===== src/rtl/uart_pkg.sv =====
// -----------------------------------------------------------------------------
// uart_pkg
// Shared definitions for the UART blocks. It holds the default bit timing and
// frame width, so receiver and transmitter agree on 8N1 at 115200 baud from a
// 100 MHz clock. It also holds the receiver state encoding, which is exported
// on the debug state output.
// -----------------------------------------------------------------------------
package uart_pkg;

    // 100 MHz / 115200 baud
    localparam int CLKS_PER_BIT_DEFAULT = 868;
    // Data bits per frame, shared with uart_transmitter
    localparam int DATA_BITS_DEFAULT    = 8;

    typedef enum logic [2:0] {
        RX_IDLE    = 3'd0,
        RX_START   = 3'd1,
        RX_DATA    = 3'd2,
        RX_STOP    = 3'd3,
        RX_RECOVER = 3'd4
    } rx_state_t;

endpackage


===== src/rtl/uart_receiver_if.sv =====
// -----------------------------------------------------------------------------
// uart_receiver_if
// Bundle of the receiver's serial input, received-byte outputs and debug state.
//   i_rx        : serial line into the receiver (idles high)
//   o_data      : last correctly framed byte, LSB received first
//   o_valid     : one-cycle strobe, o_data is new this cycle
//   o_frame_err : one-cycle strobe, stop bit sampled low
//   o_busy      : high from start-bit detection until back in idle
//   o_state     : current receiver FSM state (debug)
// Strobe semantics: o_valid and o_frame_err are single-cycle pulses with no
// back-pressure. The consumer must capture o_data in the cycle o_valid is
// high. o_data holds its value until the next good frame.
// Modports: master = receiver side, slave = consumer/line driver side.
// -----------------------------------------------------------------------------
interface uart_receiver_if
    import uart_pkg::*;
#(
    parameter int DATA_BITS = DATA_BITS_DEFAULT
);
    logic                 i_rx;
    logic [DATA_BITS-1:0] o_data;
    logic                 o_valid;
    logic                 o_frame_err;
    logic                 o_busy;
    rx_state_t            o_state;

    modport master (
        input  i_rx,
        output o_data,
        output o_valid,
        output o_frame_err,
        output o_busy,
        output o_state
    );

    modport slave (
        output i_rx,
        input  o_data,
        input  o_valid,
        input  o_frame_err,
        input  o_busy,
        input  o_state
    );
endinterface


===== src/rtl/uart_rx_sync.sv =====
// -----------------------------------------------------------------------------
// uart_rx_sync
// Two-flop synchronizer for the asynchronous serial line. Both flops preset to
// 1 (line idle) on reset.
//   clk     : sampling clock
//   rst_n   : asynchronous, active-low reset
//   d       : asynchronous input
//   q       : synchronized output (second flop)
//   q_live  : high once q carries a real sample of d rather than the preset
// -----------------------------------------------------------------------------
module uart_rx_sync (
    input  logic clk,
    input  logic rst_n,
    input  logic d,
    output logic q,
    output logic q_live
);
    logic [1:0] sync_ff;
    // Tracks how far real samples have propagated through the pipeline. The
    // preset 1s must not count as an observed idle line.
    logic [1:0] live_ff;

    always_ff @(posedge clk or negedge rst_n) begin
        if (!rst_n) begin
            sync_ff <= 2'b11;
            live_ff <= 2'b00;
        end else begin
            sync_ff <= {sync_ff[0], d};
            live_ff <= {live_ff[0], 1'b1};
        end
    end

    assign q      = sync_ff[1];
    assign q_live = live_ff[1];
endmodule


===== src/rtl/uart_receiver.sv =====
// -----------------------------------------------------------------------------
// uart_receiver
// 8N1 serial-to-parallel UART receiver. i_rx is synchronized, the start bit is
// confirmed at its half-bit point, and each data bit and the stop bit are then
// sampled one full bit period apart, which puts every sample at mid-bit.
//   clk     : system clock
//   i_reset : asynchronous, active-low reset
//   rx_if   : master modport carrying i_rx and the received-byte outputs
// A good stop bit produces o_valid the cycle after the stop sample, with
// o_data updated in that same cycle. A low stop bit produces o_frame_err
// instead, and the FSM then waits in RECOVER for the line to go high.
// -----------------------------------------------------------------------------
module uart_receiver
    import uart_pkg::*;
#(
    parameter int CLKS_PER_BIT = CLKS_PER_BIT_DEFAULT,
    parameter int DATA_BITS    = DATA_BITS_DEFAULT
) (
    input  logic            clk,
    input  logic            i_reset,
    uart_receiver_if.master rx_if
);
    localparam int CNT_W = $clog2(CLKS_PER_BIT);
    localparam int IDX_W = (DATA_BITS > 1) ? $clog2(DATA_BITS) : 1;

    localparam logic [CNT_W-1:0] HALF_LAST = CNT_W'(CLKS_PER_BIT / 2 - 1);
    localparam logic [CNT_W-1:0] FULL_LAST = CNT_W'(CLKS_PER_BIT - 1);
    localparam logic [IDX_W-1:0] IDX_LAST  = IDX_W'(DATA_BITS - 1);

    logic                 rx_s;
    logic                 rx_live;
    logic                 armed;
    rx_state_t            state;
    logic [CNT_W-1:0]     cnt;
    logic [IDX_W-1:0]     idx;
    logic [DATA_BITS-1:0] shift_q;
    // Stop-bit result, turned into a strobe on the following cycle
    logic                 valid_pend;
    logic                 err_pend;

    uart_rx_sync u_sync (
        .clk    (clk),
        .rst_n  (i_reset),
        .d      (rx_if.i_rx),
        .q      (rx_s),
        .q_live (rx_live)
    );

    always_ff @(posedge clk or negedge i_reset) begin
        if (!i_reset) begin
            state             <= RX_IDLE;
            cnt               <= '0;
            idx               <= '0;
            shift_q           <= '0;
            armed             <= 1'b0;
            valid_pend        <= 1'b0;
            err_pend          <= 1'b0;
            rx_if.o_data      <= '0;
            rx_if.o_valid     <= 1'b0;
            rx_if.o_frame_err <= 1'b0;
            rx_if.o_busy      <= 1'b0;
        end else begin
            rx_if.o_valid     <= valid_pend;
            rx_if.o_frame_err <= err_pend;
            valid_pend        <= 1'b0;
            err_pend          <= 1'b0;
            if (valid_pend) begin
                rx_if.o_data <= shift_q;
            end

            // Only a genuinely high line arms start detection, so a line
            // held low through reset release cannot look like a start bit.
            if (rx_live && rx_s) begin
                armed <= 1'b1;
            end

            case (state)
                RX_IDLE: begin
                    if (armed && !rx_s) begin
                        state        <= RX_START;
                        cnt          <= '0;
                        rx_if.o_busy <= 1'b1;
                    end
                end

                RX_START: begin
                    if (cnt == HALF_LAST) begin
                        cnt <= '0;
                        if (!rx_s) begin
                            state <= RX_DATA;
                            idx   <= '0;
                        end else begin
                            // Low pulse shorter than half a bit: glitch
                            state        <= RX_IDLE;
                            rx_if.o_busy <= 1'b0;
                        end
                    end else begin
                        cnt <= cnt + CNT_W'(1);
                    end
                end

                RX_DATA: begin
                    if (cnt == FULL_LAST) begin
                        cnt          <= '0;
                        shift_q[idx] <= rx_s;
                        if (idx == IDX_LAST) begin
                            state <= RX_STOP;
                        end else begin
                            idx <= idx + IDX_W'(1);
                        end
                    end else begin
                        cnt <= cnt + CNT_W'(1);
                    end
                end

                RX_STOP: begin
                    if (cnt == FULL_LAST) begin
                        cnt <= '0;
                        if (rx_s) begin
                            // Back to idle at mid-stop, ready for an
                            // immediately following start edge
                            valid_pend   <= 1'b1;
                            state        <= RX_IDLE;
                            rx_if.o_busy <= 1'b0;
                        end else begin
                            err_pend <= 1'b1;
                            state    <= RX_RECOVER;
                        end
                    end else begin
                        cnt <= cnt + CNT_W'(1);
                    end
                end

                RX_RECOVER: begin
                    // A break stays here, so it gives one error and no
                    // false start
                    if (rx_s) begin
                        state        <= RX_IDLE;
                        rx_if.o_busy <= 1'b0;
                    end
                end

                default: begin
                    state        <= RX_IDLE;
                    rx_if.o_busy <= 1'b0;
                end
            endcase
        end
    end

    assign rx_if.o_state = state;

endmodule


===== src/flat_wrapper.sv =====
// flat-port wrapper written by rule: the top's interface ports become plain ports
module uart_receiver_flat import uart_pkg::*;
#(
    parameter int CLKS_PER_BIT = CLKS_PER_BIT_DEFAULT,
    parameter int DATA_BITS    = DATA_BITS_DEFAULT
)
  (clk, i_reset, rx_if_i_rx, rx_if_o_data, rx_if_o_valid, rx_if_o_frame_err, rx_if_o_busy, rx_if_o_state);
  uart_receiver_if #(.DATA_BITS(DATA_BITS)) rx_if_i ();
  input  logic clk;
  input  logic i_reset;
  input wire logic [$bits(rx_if_i.i_rx)-1:0] rx_if_i_rx;
  output wire logic [$bits(rx_if_i.o_data)-1:0] rx_if_o_data;
  output wire logic [$bits(rx_if_i.o_valid)-1:0] rx_if_o_valid;
  output wire logic [$bits(rx_if_i.o_frame_err)-1:0] rx_if_o_frame_err;
  output wire logic [$bits(rx_if_i.o_busy)-1:0] rx_if_o_busy;
  output wire logic [$bits(rx_if_i.o_state)-1:0] rx_if_o_state;
  assign rx_if_i.i_rx = rx_if_i_rx;
  assign rx_if_o_data = rx_if_i.o_data;
  assign rx_if_o_valid = rx_if_i.o_valid;
  assign rx_if_o_frame_err = rx_if_i.o_frame_err;
  assign rx_if_o_busy = rx_if_i.o_busy;
  assign rx_if_o_state = rx_if_i.o_state;
  uart_receiver #(.CLKS_PER_BIT(CLKS_PER_BIT), .DATA_BITS(DATA_BITS)) u_core (.clk(clk), .i_reset(i_reset), .rx_if(rx_if_i));
endmodule

===== config.mk =====
export PLATFORM = sky130hd
export DESIGN_NAME = uart_receiver_flat
export DESIGN_NICKNAME = d
export VERILOG_FILES = /design/src/rtl/uart_pkg.sv /design/src/rtl/uart_receiver_if.sv /design/src/rtl/uart_rx_sync.sv /design/src/rtl/uart_receiver.sv /design/src/flat_wrapper.sv
export SDC_FILE = /design/constraint.sdc
export NUM_CORES = 1
export LEC_CHECK = 0
export ABC_AREA = 1
export BUFFER_PORTS_ARGS = -buffer_cell sky130_fd_sc_hd__buf_2
export CORE_MARGIN = 4
export CORE_UTILIZATION = 53
export DETAILED_ROUTE_END_ITERATION = 8
export PLACE_DENSITY = 0.79
export SETUP_SLACK_MARGIN = 0.3
export SYNTH_ARGS = -nofsm -noshare
export SYNTH_HDL_FRONTEND = slang
export SYNTH_HIERARCHICAL = 1
export SYNTH_SLANG_ARGS = --single-unit

===== constraint.sdc =====
create_clock -name clk -period 1.3 [get_ports clk]
set_input_delay 0.13 -clock clk [delete_from_list [all_inputs] [get_ports clk]]
set_output_delay 0.13 -clock clk [all_outputs]
set_load 0.05 [all_outputs]

# Word level (Yosys, flattened, before mapping)

Cells that the tools add are included.

Register bits after elaboration: 42
Output and inout bits: 14
Word-level logic and storage cells: 78

Add/subtract/negate cells: 2
Order comparisons: 2
Equal/unequal tests: 15
Multiplexer cells: 32
Bitwise logic cells: 1
Reductions and logical operators: 13

Operators by type and width:

| operator                                                                            | number |
|---|---|
| 3-bit two-way mux                                                                   | 11 |
| 10-bit two-way mux                                                                  | 3 |
| 10-bit one-hot mux with 3 select lines                                              | 1 |
| 3-bit one-hot mux with 5 select lines                                               | 1 |
| 1-bit two-way mux                                                                   | 11 |
| 10-bit by 1-bit adder with 10-bit output, second input constant                     | 1 |
| 10-bit == test, second input constant                                               | 1 |
| 10-bit by 9-bit == test with 1-bit output, second input constant                    | 1 |
| 2-bit by 1-bit != test with 1-bit output, second input constant                     | 5 |
| 8-bit bitwise mux                                                                   | 1 |
| 3-bit by 2-bit == test with 1-bit output, second input constant                     | 2 |
| 3-bit == test, second input constant                                                | 2 |
| 2-bit != test, second input constant                                                | 3 |
| 3-bit one-hot mux with 2 select lines                                               | 1 |
| 6-bit AND reduction                                                                 | 1 |
| 1-bit one-hot mux with 5 select lines                                               | 1 |
| 5-bit AND reduction                                                                 | 1 |
| 3-bit by 4-bit less-than comparator with 1-bit output, second input constant        | 1 |
| 2-bit AND reduction                                                                 | 2 |
| 4-bit AND reduction                                                                 | 1 |
| 3-bit by 1-bit adder with 3-bit output, second input constant                       | 1 |
| 1-bit demux with 3-bit select                                                       | 1 |
| 3-bit by 1-bit == test with 1-bit output, second input constant                     | 1 |
| 3-bit by 1-bit greater-or-equal comparator with 1-bit output, second input constant | 1 |
| other kinds (8)                                                                     | 10 |

# Logic depth before layout (Yosys ltp)

Depth after elaboration: 5
Gate-level depth with buffers: 10
Gate-level depth less buffers: 9

# By module

Netlist, hierarchy kept.

Modules (own cells, without submodules):

| module        | times used | cells an instance | area an instance (um2) | seq. area each (um2) |
|---|---|---|---|---|
| uart_receiver | 1          | 263               | 2082.0                 | 950.9 |
| uart_rx_sync  | 1          | 5                 | 106.4                  | 102.6 |

# Least setup slack after synthesis

OpenSTA, ideal clock, no wires.

Kind: register to register
Start: register u_core.state[2], in the netlist u_core/rx_if.o_state[2]
End: register u_core.idx[2]
Setup time: 0.117 ns
Arrival time: 1.450 ns
Setup slack: -0.267 ns
Cell stages (with the launch flop): 9
Path buffers: 1
Clock period less this slack: 1.567 ns
Cells stage by stage: dfrtp_1 -> inv_2 -> nand2_2 -> nor2_2 -> nand2_2 -> buf_6 -> nand3_2 -> nand2_1 -> nand2_1

Cells in the longest elaborated chain, start to end: 3
Elaborated cells between the ends (all ways): 9
Classes of those cells: eq/ne (6); mux (1); reduce/logical (2)

RTL lines:

| item                                                                                                 | line                 | source |
|---|---|---|
| from (decl)                                                                                          | uart_receiver.sv:33  | `rx_state_t state;` |
| from (signal assigned)                                                                               | uart_receiver.sv:51  | `state <= RX_IDLE;` |
| from (signal assigned)                                                                               | uart_receiver.sv:80  | `state <= RX_START;` |
| from (signal assigned)                                                                               | uart_receiver.sv:90  | `state <= RX_DATA;` |
| 3-bit by 2-bit == test with 1-bit output or 3-bit by 1-bit == test with 1-bit output (tied branches) | uart_receiver.sv:77  | `case (state)` |
| 2-bit by 1-bit != test with 1-bit output (no source line) (tied with other cells)                    | -                    |  |
| 5-bit AND reduction (no source line)                                                                 | -                    |  |
| to (signal assigned)                                                                                 | uart_receiver.sv:109 | `idx <= idx + IDX_W'(1);` |
| to (decl)                                                                                            | uart_receiver.sv:35  | `logic [IDX_W-1:0] idx;` |

Several ways; a longest one is shown, not always the timed one.
A chain may end at the register's enable or synchronous reset.

# Worst setup path in the final report

Start: register u_core.cnt[0]
End: register u_core.idx[1]

Cells in the longest elaborated chain, start to end: 3
Elaborated cells between the ends (all ways): 5
Classes of those cells: eq/ne (4); reduce/logical (1)

RTL lines:

| item                                                                        | line                                      | source |
|---|---|---|
| from (decl)                                                                 | uart_receiver.sv:34                       | `logic [CNT_W-1:0] cnt;` |
| from (signal assigned)                                                      | uart_receiver.sv:98                       | `cnt <= cnt + CNT_W'(1);` |
| from (signal assigned)                                                      | uart_receiver.sv:112                      | `cnt <= cnt + CNT_W'(1);` |
| from (signal assigned)                                                      | uart_receiver.sv:130                      | `cnt <= cnt + CNT_W'(1);` |
| 10-bit == test or 10-bit by 9-bit == test with 1-bit output (tied branches) | uart_receiver.sv:103, uart_receiver.sv:87 |  |
| 2-bit by 1-bit != test with 1-bit output (no source line)                   | -                                         |  |
| 5-bit AND reduction (no source line) (*)                                    | -                                         |  |

Every way passes the cells marked *; elsewhere a longest branch is shown, timed or not.

==> results.ini <==
[status]
status=complete, but fails checks
violations=setup timing

[grt]
grt_pass1_vias=2050
grt_pass1_wl_um=9310
antenna_found_initial=0
grt_max_degree=30
grtUsageTotal=0.231
overflow=0

[floorplanning]
initial_utilization=0.547
die_x_um=72.3
io-pin-count=17
die_h_um=72.3
dieArea_sq_um=5220
rows=23
coreArea_sq_um=4000

[synthesis]
synth_top_family_by_area=simple AND/OR/NAND/NOR gates
synthSimpleGateAreaFrac=0.350
syn_area_per_cell_sq_um=8.17
synth_compound_area_frac=0.0183
syn_nets=275
yosys-top-cells-area=dfrtp_1 (46%), nand2_1 (12%), nor2_1 (6.2%)
synth-adder-area-share=0.0229
synth_top_area_frac=0.457
ys_seq_elements=42
synthCells=268
netlist_area_sq_um=2190
netlist.top_cell.by_area=dfrtp_1
synth_cell_types=24
synthMuxAreaShare=0.0412
synth_xor_area_frac=0.0160
yosysSeqAreaShare=0.481
ys_warn_count=6

[cts]
cts.clk_slew.worst_paths_ps=80
clkLatencyLatePin_ps=300
cts.sinks=42
cts_made_buffers=5
cts_root_buf=clkbuf_8
htree_levels=2
clk_path_buf_depth=2
cts_tree=yes

[hold_path]
holdCritPathClass=in2async

[sta]
min_period_ps=1580
slew_viol_final=0
hold_viol=0
skew_ps=7.34
setup_violations=27
max_freq_ghz=0.634
worst_slack_ps=-276
rsz0062_at_grt=yes
finalCritPeriodShare=1.21

[critical_path]
cp-start-kind=register
crit_path_max_incr_delay_ps=430
worstPathRequired_ps=1490
end_kind=register
critPathKind=reg2reg
cp_num_buf_inv=2
worstPathArrival_ps=1760
cp_common_cell=nand2_1
crit_chain=buf_6 -> ha_4 -> nand3_2 -> nor2_1 -> nand2_1 -> nand2_4 -> buf_12 -> nand3_4 -> nand2_2 -> nand2_1
path_max_fanout=5
crit_path_top_delay_cell=dfrtp_2
cp_top_family=simple AND/OR/NAND/NOR gates

[power_and_ir_drop]
switching_power_w=0.00206
combPwrFrac=0.479
vdd_drop_max_mv=1.46
clockPowerShare=0.203
sw_frac_of_total=0.402
p_seq_frac=0.319
p_per_area_nw_per_um2=1640
leakagePower_nw=1.52
p_int_w=0.00306

[final_layout]
final_cell_area_sq_um=3120
regArea_sq_um=1070
fillers=221
multi_input_area_sq_um=1220
insertedDiodeCount=0
syn_to_final_growth_pct=42.6
drive_above_1_share=0.413
finalNetCount=335

[routing]
drt_iter0_drc=137
routedWlPerCell_um=16.0
firstDrtPassIters=4
route.detailed.drc=0
routed_wl_um=6080
routed_via_density=5.46
ant_nets=0
vias=2070

[placement]
dp_slack_ps=-147
dp_hpwl_um=3490
dpl-instance-area_sq_um=2630
io_buffers=16
place_congestion=0.895

[flow_run]
drv_cap=0

==> metrics by stage <==
stage | setup TNS, ps | util | instances | hold WS, ps | power [W]
5_1_grt | -5770 | 0.780 | 379 | 295 | 0.00535
6_report | -4160 | 0.780 | 379 | 268 | 0.00511
4_1_cts | -2070 | 0.739 | 371 | 283 | 0.00470
3_5_place_dp | -2220 | 0.657 | 358 | 64.6 | 0.00342
2_1_floorplan | -207 | - | 268 | -166 | 0.00283
3_3_place_gp | -852 | 0.657 | 358 | 58.4 | 0.00337
==> per-layer routing <==
metal  part of all wire  GRT usage
met5                  0          0
met2               0.50      0.383
met4              0.044      0.119
met1               0.39      0.284
met3              0.064     0.0485
==> final cells by class <==
class	instances	share of cell area
clock inverter	1	0.00962
multi-input combinational	190	0.390
timing repair buffer	56	0.171
clock buffer	7	0.0245
sequential	42	0.342
inverter	33	0.0429
tap	50	0.0200
==> synth_stat cells (all sizes together) <==
master and number:
clkbuf 1, mux2 8, buf 2, inv 33, dfstp 2, ha 4
o21ai 8, nor2 42, nand2 80, xor2 3, dfrtp 40, xnor2 1
conb 1, nand3 25, nand4 9, nor3 9
==> worst paths after layout <==
check / start / endpoint / slack [ps] / cells after the start
min in group clk: u_core/u_sync/sync_ff[0] / u_core/u_sync/sync_ff[1] / 360 / 0
setup reg to reg: u_core/cnt[0] / u_core/idx[1] / -280 / 10
max in group asynchronous: i_reset / u_core/u_sync/sync_ff[0] / 490 / 3
setup / recovery: u_core/cnt[0] / u_core/idx[1] / -280 / 10
hold reg to reg: u_core/u_sync/sync_ff[0] / u_core/u_sync/sync_ff[1] / 360 / 0
hold / removal: i_reset / u_core/cnt[2] / 270 / 2
==> worst register-to-register path: cells and delay by family, from the launching register on <==
family,cells,cell delay [ps]
AND/OR/NAND/NOR,7,640
flip-flops,1,430
buffers and inverters,2,250
adder cells (fa/ha/maj),1,120
==> cells by family after synthesis <==
family / Yosys count
AND/OR/NAND/NOR: 165
flip-flops: 42
buffers and inverters: 36
AO/OA/AOI/OAI: 8
multiplexers: 8
adder cells (fa/ha/maj): 4
XOR/XNOR: 4
other: 1
==> power by group through the flow <==
stage	Sequential, W	Clock (W)	Combinational [W]
detailed placement	0.00163	0	0.00179
finish	0.00163	0.00104	0.00245
global route	0.00165	0.00110	0.00261
floorplan	0.00180	0	0.00103
CTS	0.00163	0.00104	0.00203
global placement	0.00162	0	0.00175
==> placed cells by master (no fill, tap or decap), types with 6 or more instances in the layout <==
cell type  instances
nand2_4            8
nor2_4             8
nand4_1            9
buf_4             32
mux2_2             7
inv_1             23
nor2_1            29
nand3_1           11
dfrtp_1           35
nand3_2           11
nand2_1           62
nand2_2            9
inv_2              6
buf_6             15
o21ai_1            7
==> registers in the layout (all words and copies together), names as in the netlist <==
name and flops:
u_core/rx_if.o_data 8, u_core/rx_if.o_state 3, u_core/valid_pend 1, u_core/u_sync/live_ff 2, u_core/idx 3, u_core/rx_if.o_frame_err 1
u_core/armed 1, u_core/rx_if.o_busy 1, u_core/shift_q 8, u_core/cnt 10, u_core/u_sync/sync_ff 2, u_core/rx_if.o_valid 1
u_core/err_pend 1
==> what timing repair did <==
action	in CTS	in global routing
cloned	0	1
hold buffers	2	0
buffers inserted	3	7
setup endpoints to repair	49	38
gates resized for setup	55	26
pin swaps	10	11
hold endpoints to repair	14	0
Power figures use the tool's default switching activity.
